<file path="src/rtl/mem_stage.sv">
// Memory-access stage: owns the EX->MEM register, completes data-RAM loads and drains cancelled responses.
// Optional MEM_LOAD_FWD_EN forwards load data to the bypass network in the cycle data_ok arrives.
module mem_stage #(
  parameter int DISCARD_W = 2
) (
  input  logic        clk,
  input  logic        reset,
  input  logic        ex_valid,
  input  logic        ex_ready_go,
  input  logic        ex_wait_data_ok,
  input  logic [4:0]  ex_ld_ctrl,
  input  logic [31:0] ex_result,
  input  logic        ex_rf_we,
  input  logic [4:0]  ex_rf_waddr,
  input  logic        ex_res_from_mem,
  input  logic [31:0] ex_pc,
  output logic        mem_allow_in,
  input  logic        data_sram_data_ok,
  input  logic [31:0] data_sram_rdata,
  input  logic        wb_allow_in,
  input  logic        wb_flush,
  output logic        mem_to_wb_valid,
  output logic [31:0] mem_final_result,
  output logic        mem_rf_we,
  output logic [4:0]  mem_rf_waddr,
  output logic [31:0] mem_pc,
  output logic        mem_bypass_we,
  output logic [4:0]  mem_bypass_waddr,
  output logic        mem_bypass_busy,
  output logic [31:0] mem_bypass_data
);

  localparam logic [DISCARD_W-1:0] DISCARD_MAX = '1;
  localparam logic [DISCARD_W-1:0] DISCARD_ONE = DISCARD_W'(1);

  logic                 vld_p1;
  logic                 wait_ok_p1;
  logic [4:0]           ld_ctrl_p1;
  logic [31:0]          result_p1;
  logic                 rf_we_p1;
  logic [4:0]           rf_waddr_p1;
  logic                 res_from_mem_p1;
  logic [31:0]          pc_p1;
  logic [31:0]          data_buf_p1;
  logic                 buf_valid_p1;
  logic [DISCARD_W-1:0] discard_cnt;

  logic        discarding;
  logic        data_ok_eff;
  logic        mem_ready_go;
  logic        handoff;
  logic        load_in;
  logic        discard_inc;
  logic        discard_dec;
  logic        buf_latch;
  logic [31:0] ld_raw;

  function automatic logic [31:0] load_extract(input logic [4:0] ld, input logic [1:0] addr,
                                               input logic [31:0] r, input logic [31:0] res);
    logic signed [7:0]  b;
    logic signed [15:0] h;
    b = r[{addr, 3'b000} +: 8];
    h = addr[1] ? r[31:16] : r[15:0];
    if (ld[4])      return r;
    else if (ld[3]) return {24'b0, b};
    else if (ld[2]) return {{24{b[7]}}, b};
    else if (ld[1]) return {16'b0, h};
    else if (ld[0]) return {{16{h[15]}}, h};
    else            return res;
  endfunction

  // Responses owed to flushed instructions are swallowed before they can complete anything.
  assign discarding   = (discard_cnt != '0);
  assign data_ok_eff  = data_sram_data_ok & ~discarding;
  assign discard_dec  = data_sram_data_ok & discarding;
  assign mem_ready_go = ~wait_ok_p1 | buf_valid_p1 | data_ok_eff;
  assign mem_allow_in = (~vld_p1 | (mem_ready_go & wb_allow_in)) & ~(discarding & ex_wait_data_ok);
  assign handoff      = vld_p1 & mem_ready_go & wb_allow_in & ~wb_flush;
  assign load_in      = ex_valid & ex_ready_go & mem_allow_in;
  assign discard_inc  = wb_flush & vld_p1 & wait_ok_p1 & ~buf_valid_p1 & ~data_ok_eff;
  assign buf_latch    = vld_p1 & wait_ok_p1 & ~buf_valid_p1 & data_ok_eff & ~wb_allow_in;

  // EX -> MEM boundary
  always_ff @(posedge clk or posedge reset) begin
    if (reset) begin
      vld_p1          <= 1'b0;
      wait_ok_p1      <= 1'b0;
      ld_ctrl_p1      <= '0;
      result_p1       <= '0;
      rf_we_p1        <= 1'b0;
      rf_waddr_p1     <= '0;
      res_from_mem_p1 <= 1'b0;
      pc_p1           <= '0;
      data_buf_p1     <= '0;
      buf_valid_p1    <= 1'b0;
      discard_cnt     <= '0;
    end else begin
      if (wb_flush)                        vld_p1 <= 1'b0;
      else if (load_in)                    vld_p1 <= 1'b1;
      else if (mem_ready_go & wb_allow_in) vld_p1 <= 1'b0;

      if (load_in & ~wb_flush) begin
        wait_ok_p1      <= ex_wait_data_ok;
        ld_ctrl_p1      <= ex_ld_ctrl;
        result_p1       <= ex_result;
        rf_we_p1        <= ex_rf_we;
        rf_waddr_p1     <= ex_rf_waddr;
        res_from_mem_p1 <= ex_res_from_mem;
        pc_p1           <= ex_pc;
      end

      if (wb_flush | handoff) begin
        buf_valid_p1 <= 1'b0;
      end else if (buf_latch) begin
        buf_valid_p1 <= 1'b1;
        data_buf_p1  <= data_sram_rdata;
      end

      if (discard_inc && discard_cnt != DISCARD_MAX) discard_cnt <= discard_cnt + DISCARD_ONE;
      else if (discard_dec)                          discard_cnt <= discard_cnt - DISCARD_ONE;
    end
  end

  assign ld_raw           = buf_valid_p1 ? data_buf_p1 : data_sram_rdata;
  assign mem_final_result = load_extract(ld_ctrl_p1, result_p1[1:0], ld_raw, result_p1);
  assign mem_to_wb_valid  = vld_p1 & mem_ready_go & ~wb_flush;
  assign mem_rf_we        = rf_we_p1;
  assign mem_rf_waddr     = rf_waddr_p1;
  assign mem_pc           = pc_p1;
  assign mem_bypass_we    = rf_we_p1 & vld_p1;
  assign mem_bypass_waddr = rf_waddr_p1;
  assign mem_bypass_data  = mem_final_result;

`ifdef MEM_LOAD_FWD_EN
  assign mem_bypass_busy = vld_p1 & res_from_mem_p1 & ~mem_ready_go;
`else
  // Dependents wait until the load data sits in data_buf or the load has moved on to WB.
  assign mem_bypass_busy = vld_p1 & res_from_mem_p1 & wait_ok_p1 & ~buf_valid_p1;
`endif

`ifndef SYNTHESIS
  discard_overflow: assert property (@(posedge clk) disable iff (reset)
    !(discard_inc && discard_cnt == DISCARD_MAX));
`endif

endmodule

</file>
<file path="config.mk">
export PLATFORM = sky130hd
export DESIGN_NAME = mem_stage
export DESIGN_NICKNAME = d
export VERILOG_FILES = /design/src/rtl/mem_stage.sv
export SDC_FILE = /design/constraint.sdc
export NUM_CORES = 1
export LEC_CHECK = 0
export BUFFER_PORTS_ARGS = -buffer_cell sky130_fd_sc_hd__buf_4
export CAP_MARGIN = 20
export CORE_UTILIZATION = 45
export CTS_BUF_LIST = sky130_fd_sc_hd__clkbuf_8
export DETAILED_ROUTE_END_ITERATION = 8
export PLACE_DENSITY_LB_ADDON = 0.05
export SKIP_LAST_GASP = 1
export SYNTH_ARGS = -nofsm -noshare
export SYNTH_HDL_FRONTEND = slang
export SYNTH_SLANG_ARGS = --single-unit
</file>
<file path="constraint.sdc">
create_clock -name clk -period 3.4 [get_ports clk]
set_input_delay 0.17 -clock clk [delete_from_list [all_inputs] [get_ports clk]]
set_output_delay 0.17 -clock clk [all_outputs]
set_load 0.01 [all_outputs]
</file>
==> out/summary.txt, run 1 <==
CP cell instances = nor2_2 > buf_4 > a21o_1 > a21oi_1 > o31ai_1 > buf_4
Yosys top cell by area = dfrtp_1
status = finished, final reports clean
Worst-path clk slew = 0.07 ns
final setup fails = 0
GRT overflow = 0
crit path max fanout = 16
Slowest-stage cell, CP = nor2_2
Slew HR = 35.4%
filler instances = 936
max-slew violations = 0
Post-CTS Setup Repair Bufs = 0
Buf/Inv on CP = 2
dominant cells by area after synthesis = dfrtp_1 47%, mux2_2 22%, buf_4 4.8%, mux2_1 3.6%, mux4_2 3.0%
Worst-Margin Slew = 0.961 ns
initial antenna violation count = 0
EDFF count, synth = 0
Crit. End Element = output pin
clk buf depth = 2
# diodes = 0
Clock Root Buffer = clkbuf_8
multi-input logic area = 0.00272 sq mm
crit path time final = 2.76 ns
static leakage = 4.22 nW
worst path required time = 3.23 ns
Vias/cell = 5.21
Tot Pwr = 0.00513 W
Syn. warnings = 0
commonest non-fill, non-tap cell in the layout = buf_4
synth unique cells = 46
most used cell, CP = buf_4
Worst Reg-to-Reg Cells = 3
share of post-route cells with drive strength above 1 = 50.1%
Seq/Total Area, Yosys = 47.1%
Final #Nets = 904
Total Wirelength = 16.8 mm
syn_nets = 610
Die Height = 117 um
placed inst area = 0.00757 sq mm
fmax = 0.362 GHz
number of synthesized register bits = 113
first-pass GRT wire length = 27.8 mm
Min-Delay Path Class = in2reg
Cells after Synth = 494
vias = 5,065
detailed placement HPWL = 11.3 mm
area share of the largest cell type after synthesis = 47.1%
setup_tns = 0 ns
Worst-Skew Late Latency = 0.44 ns
Setup CP Type = reg2out
Final Hold Viols = 0
Top FF cell, synth = dfrtp_1
Core Region = 0.0128 sq mm
WHS Endpoint = discard_cnt[0]
period utilisation layout = 81.2%
largest net degree at the start of global routing = 71
Iteration-0 DRC Markers = 251
worst vdd ir = 0.359 mV
Final Skew = 0.00787 ns
syn avg cell area = 12.1 sq um
final weighted congestion in routability-driven placement = 0.877
Num Clock Sinks = 113
Post-Place Cells = 829
Total GRT Usage = 25.9%
Layout Cells excl Fill = 973
R2R Setup Slk = 1.11 ns
CTS tree = done
CP delay by family, top = compound AO/OA/AOI/OAI gates
ys async rst share = 100%
die area = 0.0138 sq mm
Post-Syn Area = 0.00600 sq mm
H-tree lvl count = 4
Pwr Density = 564 mW/mm^2
sequential cell area = 0.00283 sq mm
cts repair resizes = 0
Critical Path Max Stage Delay = 0.56 ns
Final Cell Area = 0.00910 sq mm
CTS Hold Bufs = 112
r2r endpoint = data_buf_p1[29]
commonest cells after routing, fill and taps aside = 232 x buf_4, 116 x mux2_2, 112 x dfrtp_1, 112 x dlygate4sd3_1, 31 x nand2_1
CTS Buf Count = 17
DRT antenna net count = 0
r2r startpoint = buf_valid_p1
DR WL/cell = 17.3 um
Ports = 227
Die X = 117 um
Hold Crit Depth = 3
Initial Util = 46.8%
Critical Path AT = 2.59 ns
synthesis-to-layout area growth = 51.7%
Port Buffers = 226
RSZ-0062 raised after global routing = false
number of iterations in the first detailed-routing pass = 4
Hold Crit Start = data_sram_data_ok
Rows = 41
# DRC = 0
max cap viols = 0
number of global-route vias before repair = 5,437
critical path startpoint category = flip-flop
-- Yosys cell counts (all sizes together) (4+ instances only) --
library cell  count
a21o              8
a21oi            30
a221o             5
buf              54
clkbuf           17
dfrtp           113
inv               7
mux2            135
mux2i             6
mux4              8
nand2            31
nand4             5
nor2              7
o21ai             5
o31ai            21
o32ai             4
-- worst min-delay path: stages --
cell,delay [ns]
buf_4,0.10
nor2b_1,0.12
a221oi_1,0.05
-- how the worst max path moves through the flow --
stage | slack, ns | startpoint | to | cells past startpoint
floorplan | 0.24 | reset | buf_valid_p1 | 1
global placement | 1.16 | buf_valid_p1 | data_buf_p1[21] | 3
detailed placement | 1.11 | buf_valid_p1 | data_buf_p1[14] | 3
CTS | 0.67 | ld_ctrl_p1[0] | mem_final_result[8] | 6
global route | 0.43 | ld_ctrl_p1[2] | mem_bypass_data[2] | 5
finish | 0.64 | ld_ctrl_p1[0] | mem_bypass_data[8] | 6
-- final cells by class --
type / count / area share [%]
well taps: 172 / 2.36
flip-flops and latches: 113 / 31.1
clock buffers: 20 / 3.02
clock inverters: 12 / 1.44
inverters: 7 / 0.316
repair buffers: 346 / 31.9
multi-input cells: 303 / 29.9
-- where the power goes --
part	internal [W]	switching (W)
clock	0.000710	0.000579
sequential	0.00163	0.000226
combinational	0.00107	0.000911
-- logic make-up after synthesis --
logic type / share of synthesized area [%]
AO/OA/AOI/OAI: 10.7
buffers and inverters: 7.76
multiplexers: 29.3
AND/OR/NAND/NOR: 5.03
flip-flops: 47.1
-- metrics by stage --
stage	hold slack [ns]	setup slack [ns]	util [%]
CTS	0.0154	0.674	71.0
global route	0.0362	0.430	71.0
global placement	0.378	1.16	59.0
detailed placement	0.381	1.11	59.0
floorplan	0.237	0.243	-
finish	0.0427	0.638	71.0
-- metal layers --
metal	routed length [um]	share of wire, %	GRT usage, %
met5	0	0	0
met4	363	2.2	9.62
met3	1110	6.6	8.24
met2	8400	50	42.5
met1	6970	41	32.0
-- flip-flops by register name (all words and copies together) (netlist names) --
name,count
discard_cnt,2
wait_ok_p1,1
mem_bypass_waddr,5
data_buf_p1,32
mem_pc,32
result_p1,32
vld_p1,1
mem_rf_we,1
res_from_mem_p1,1
ld_ctrl_p1,5
buf_valid_p1,1
Note: power is estimated with default switching activity, not from simulation.
==> run 2: changes to the inputs <==
- ABC_AREA: not set -> 1
- clock period: 3.4 -> 2.7 ns (I/O delays scaled with it)
==> out/summary.txt, run 2 <==
filler instances = 1,172
Setup CP Type = reg2out
setup_tns = 0 ns
final setup fails = 0
ys async rst share = 100%
Sw Share = 40.7%
PnR worst setup slack = 0.247 ns
Final #Nets = 1,280
Die Height = 121 um
Crit. End Element = output pin
DRT antenna net count = 0
# diodes = 0
count leader, synth = nand2_1
number of synthesized register bits = 113
syn avg cell area = 7.25 sq um
commonest cells after routing, fill and taps aside = 363 x nand2_1, 245 x buf_4, 113 x dfrtp_1
Pwr Density = 889 mW/mm^2
Die X = 121 um
Core Region = 0.0139 sq mm
RSZ-0062 raised after global routing = false
GRT overflow = 0
Worst Reg-to-Reg Cells = 9
area share of the largest cell type after synthesis = 44.2%
Min-Delay Path Class = in2reg
Syn. warnings = 0
Final Hold Viols = 0
dominant cells by area after synthesis = dfrtp_1 44%, nand2_1 21%, nand4_1 7.5%, nand3_1 7.1%, buf_4 4.7%
Rows = 43
Cells after Synth = 882
Initial Util = 46.1%
Tot Pwr = 0.00846 W
Post-CTS Setup Repair Bufs = 0
# DRC = 0
Hold Crit Depth = 4
Worst-Margin Slew = 0.787 ns
detailed placement HPWL = 14.0 mm
Top FF cell, synth = dfrtp_1
Int Pwr = 0.00502 W
Worst-Skew Late Latency = 0.45 ns
CTS Buf Count = 17
Post-Syn Area = 0.00640 sq mm
Worst-path clk slew = 0.07 ns
max cap viols = 0
number of iterations in the first detailed-routing pass = 5
commonest non-fill, non-tap cell in the layout = nand2_1
CP endpoint = mem_bypass_data[5]
worst slack at placement = 0.535 ns
DR WL/cell = 15.9 um
R2R Setup Slk = 0.63 ns
final design utilization = 68.6%
Ports = 227
fmax = 0.408 GHz
Combinational Power Share = 50.4%
largest net degree at the start of global routing = 79
Num Clock Sinks = 113
Slew HR = 47.5%
period utilisation layout = 90.8%
r2r startpoint = discard_cnt[0]
crit path time final = 2.45 ns
max-slew violations = 0
clk buf depth = 2
number of global-route vias before repair = 6,582
Post-synth top cells = 363 x nand2_1, 113 x dfrtp_1, 91 x nand3_1, 77 x nand4_1
static leakage = 5.13 nW
initial antenna violation count = 0
Final Skew = 0.00935 ns
Total Wirelength = 21.6 mm
clock power share = 19.1%
Vias/cell = 5.10
r2r endpoint = result_p1[17]
final weighted congestion in routability-driven placement = 0.963
Port Buffers = 226
worst vdd ir = 0.495 mV
die area = 0.0147 sq mm
Crit. Startpoint = ld_ctrl_p1[2]
worst path required time = 2.57 ns
Iteration-0 DRC Markers = 664
synthesis-to-layout area growth = 48.8%
first-pass GRT wire length = 34.1 mm
crit path max fanout = 12
Seq/Total Area, Yosys = 44.2%
vias = 6,918
synth unique cells = 28
Total GRT Usage = 30.4%
critical path startpoint category = flip-flop
syn_nets = 998
P_sw = 0.00344 W
Sequential Power Share = 30.5%
CTS tree = done
Hold Crit Start = wb_allow_in
status = finished, final reports clean
H-tree lvl count = 4
Clock Root Buffer = clkbuf_8
share of post-route cells with drive strength above 1 = 25.7%
Yosys top cell by area = dfrtp_1
Critical Path AT = 2.32 ns
EDFF count, synth = 0
## run 2: cell count changes after synthesis, moves of 19 or more
cell	change
mux2_1	-19
nand3_1	+89
o31ai_1	-20
nand2_1	+332
inv_1	+33
nand4_1	+72
mux2_2	-116
## run 2: power groups by stage
stage	combinational, W	clock [W]	sequential [W]
after CTS	0.00422	0.00164	0.00256
final	0.00427	0.00161	0.00258
after floorplan	0.00247	0	0.00260
after global placement	0.00404	0	0.00258
after global routing	0.00468	0.00172	0.00264
after detailed placement	0.00408	0	0.00258
## run 2: kinds of logic after synthesis
group	Yosys count	share of synthesized area (%)
buffers and inverters	140	11.5
AND/OR/NAND/NOR	569	39.2
XOR/XNOR	1	0.137
AO/OA/AOI/OAI	59	4.99
flip-flops	113	44.2
## run 2: area by class of cell
| class | count | area (sq um) | area share, % |
|---|---|---|---|
| sequential | 113 | 2830 | 29.7 |
| timing repair buffer | 361 | 3050 | 32.0 |
| clock inverter | 11 | 114 | 1.20 |
| multi-input combinational | 629 | 2850 | 29.9 |
| tap | 180 | 225 | 2.37 |
| clock buffer | 21 | 289 | 3.04 |
| inverter | 42 | 164 | 1.72 |
## run 2: timing repair
| item | CTS | global route |
|---|---|---|
| endpoints found under the hold margin | 145 | 0 |
| resized for setup | 0 | 1 |
| hold buffers | 111 | 0 |
| setup endpoints to repair | 0 | 32 |
## run 2: stage by stage
stage / cell area [sq um] / hold slack [ns] / std cells
after global placement: 7980 / 0.360 / 1213
after CTS: 9500 / 0.00846 / 1356
after global routing: 9520 / 0.0270 / 1357
after floorplan: 6400 / 0.243 / 882
after detailed placement: 7980 / 0.361 / 1213
final: 9520 / 0.0361 / 1357
## run 2: critical path, stage by stage (launching register included)
cell,delay (ns)
dfrtp_1,0.54
clkinv_1,0.11
nand2_1,0.11
nand2_1,0.13
nand2_1,0.10
o21ai_1,0.44
o211ai_1,0.17
nand2_1,0.14
buf_4,0.13
## run 2: worst min-delay path by stage
stage,to
6_report,buf_valid_p1
5_1_grt,buf_valid_p1
4_1_cts,buf_valid_p1
3_5_place_dp,vld_p1
3_3_place_gp,vld_p1
2_1_floorplan,vld_p1
## run 2: per-layer routing
| metal | vias to the layer above | routed length, um | GRT usage, % |
|---|---|---|---|
| met1 | 3186 | 9470 | 41.1 |
| met4 | 0 | 597 | 11.7 |
| li1 | 3421 | - | - |
| met5 | - | 0 | 0 |
| met3 | 37 | 1410 | 6.67 |
| met2 | 274 | 10100 | 47.5 |
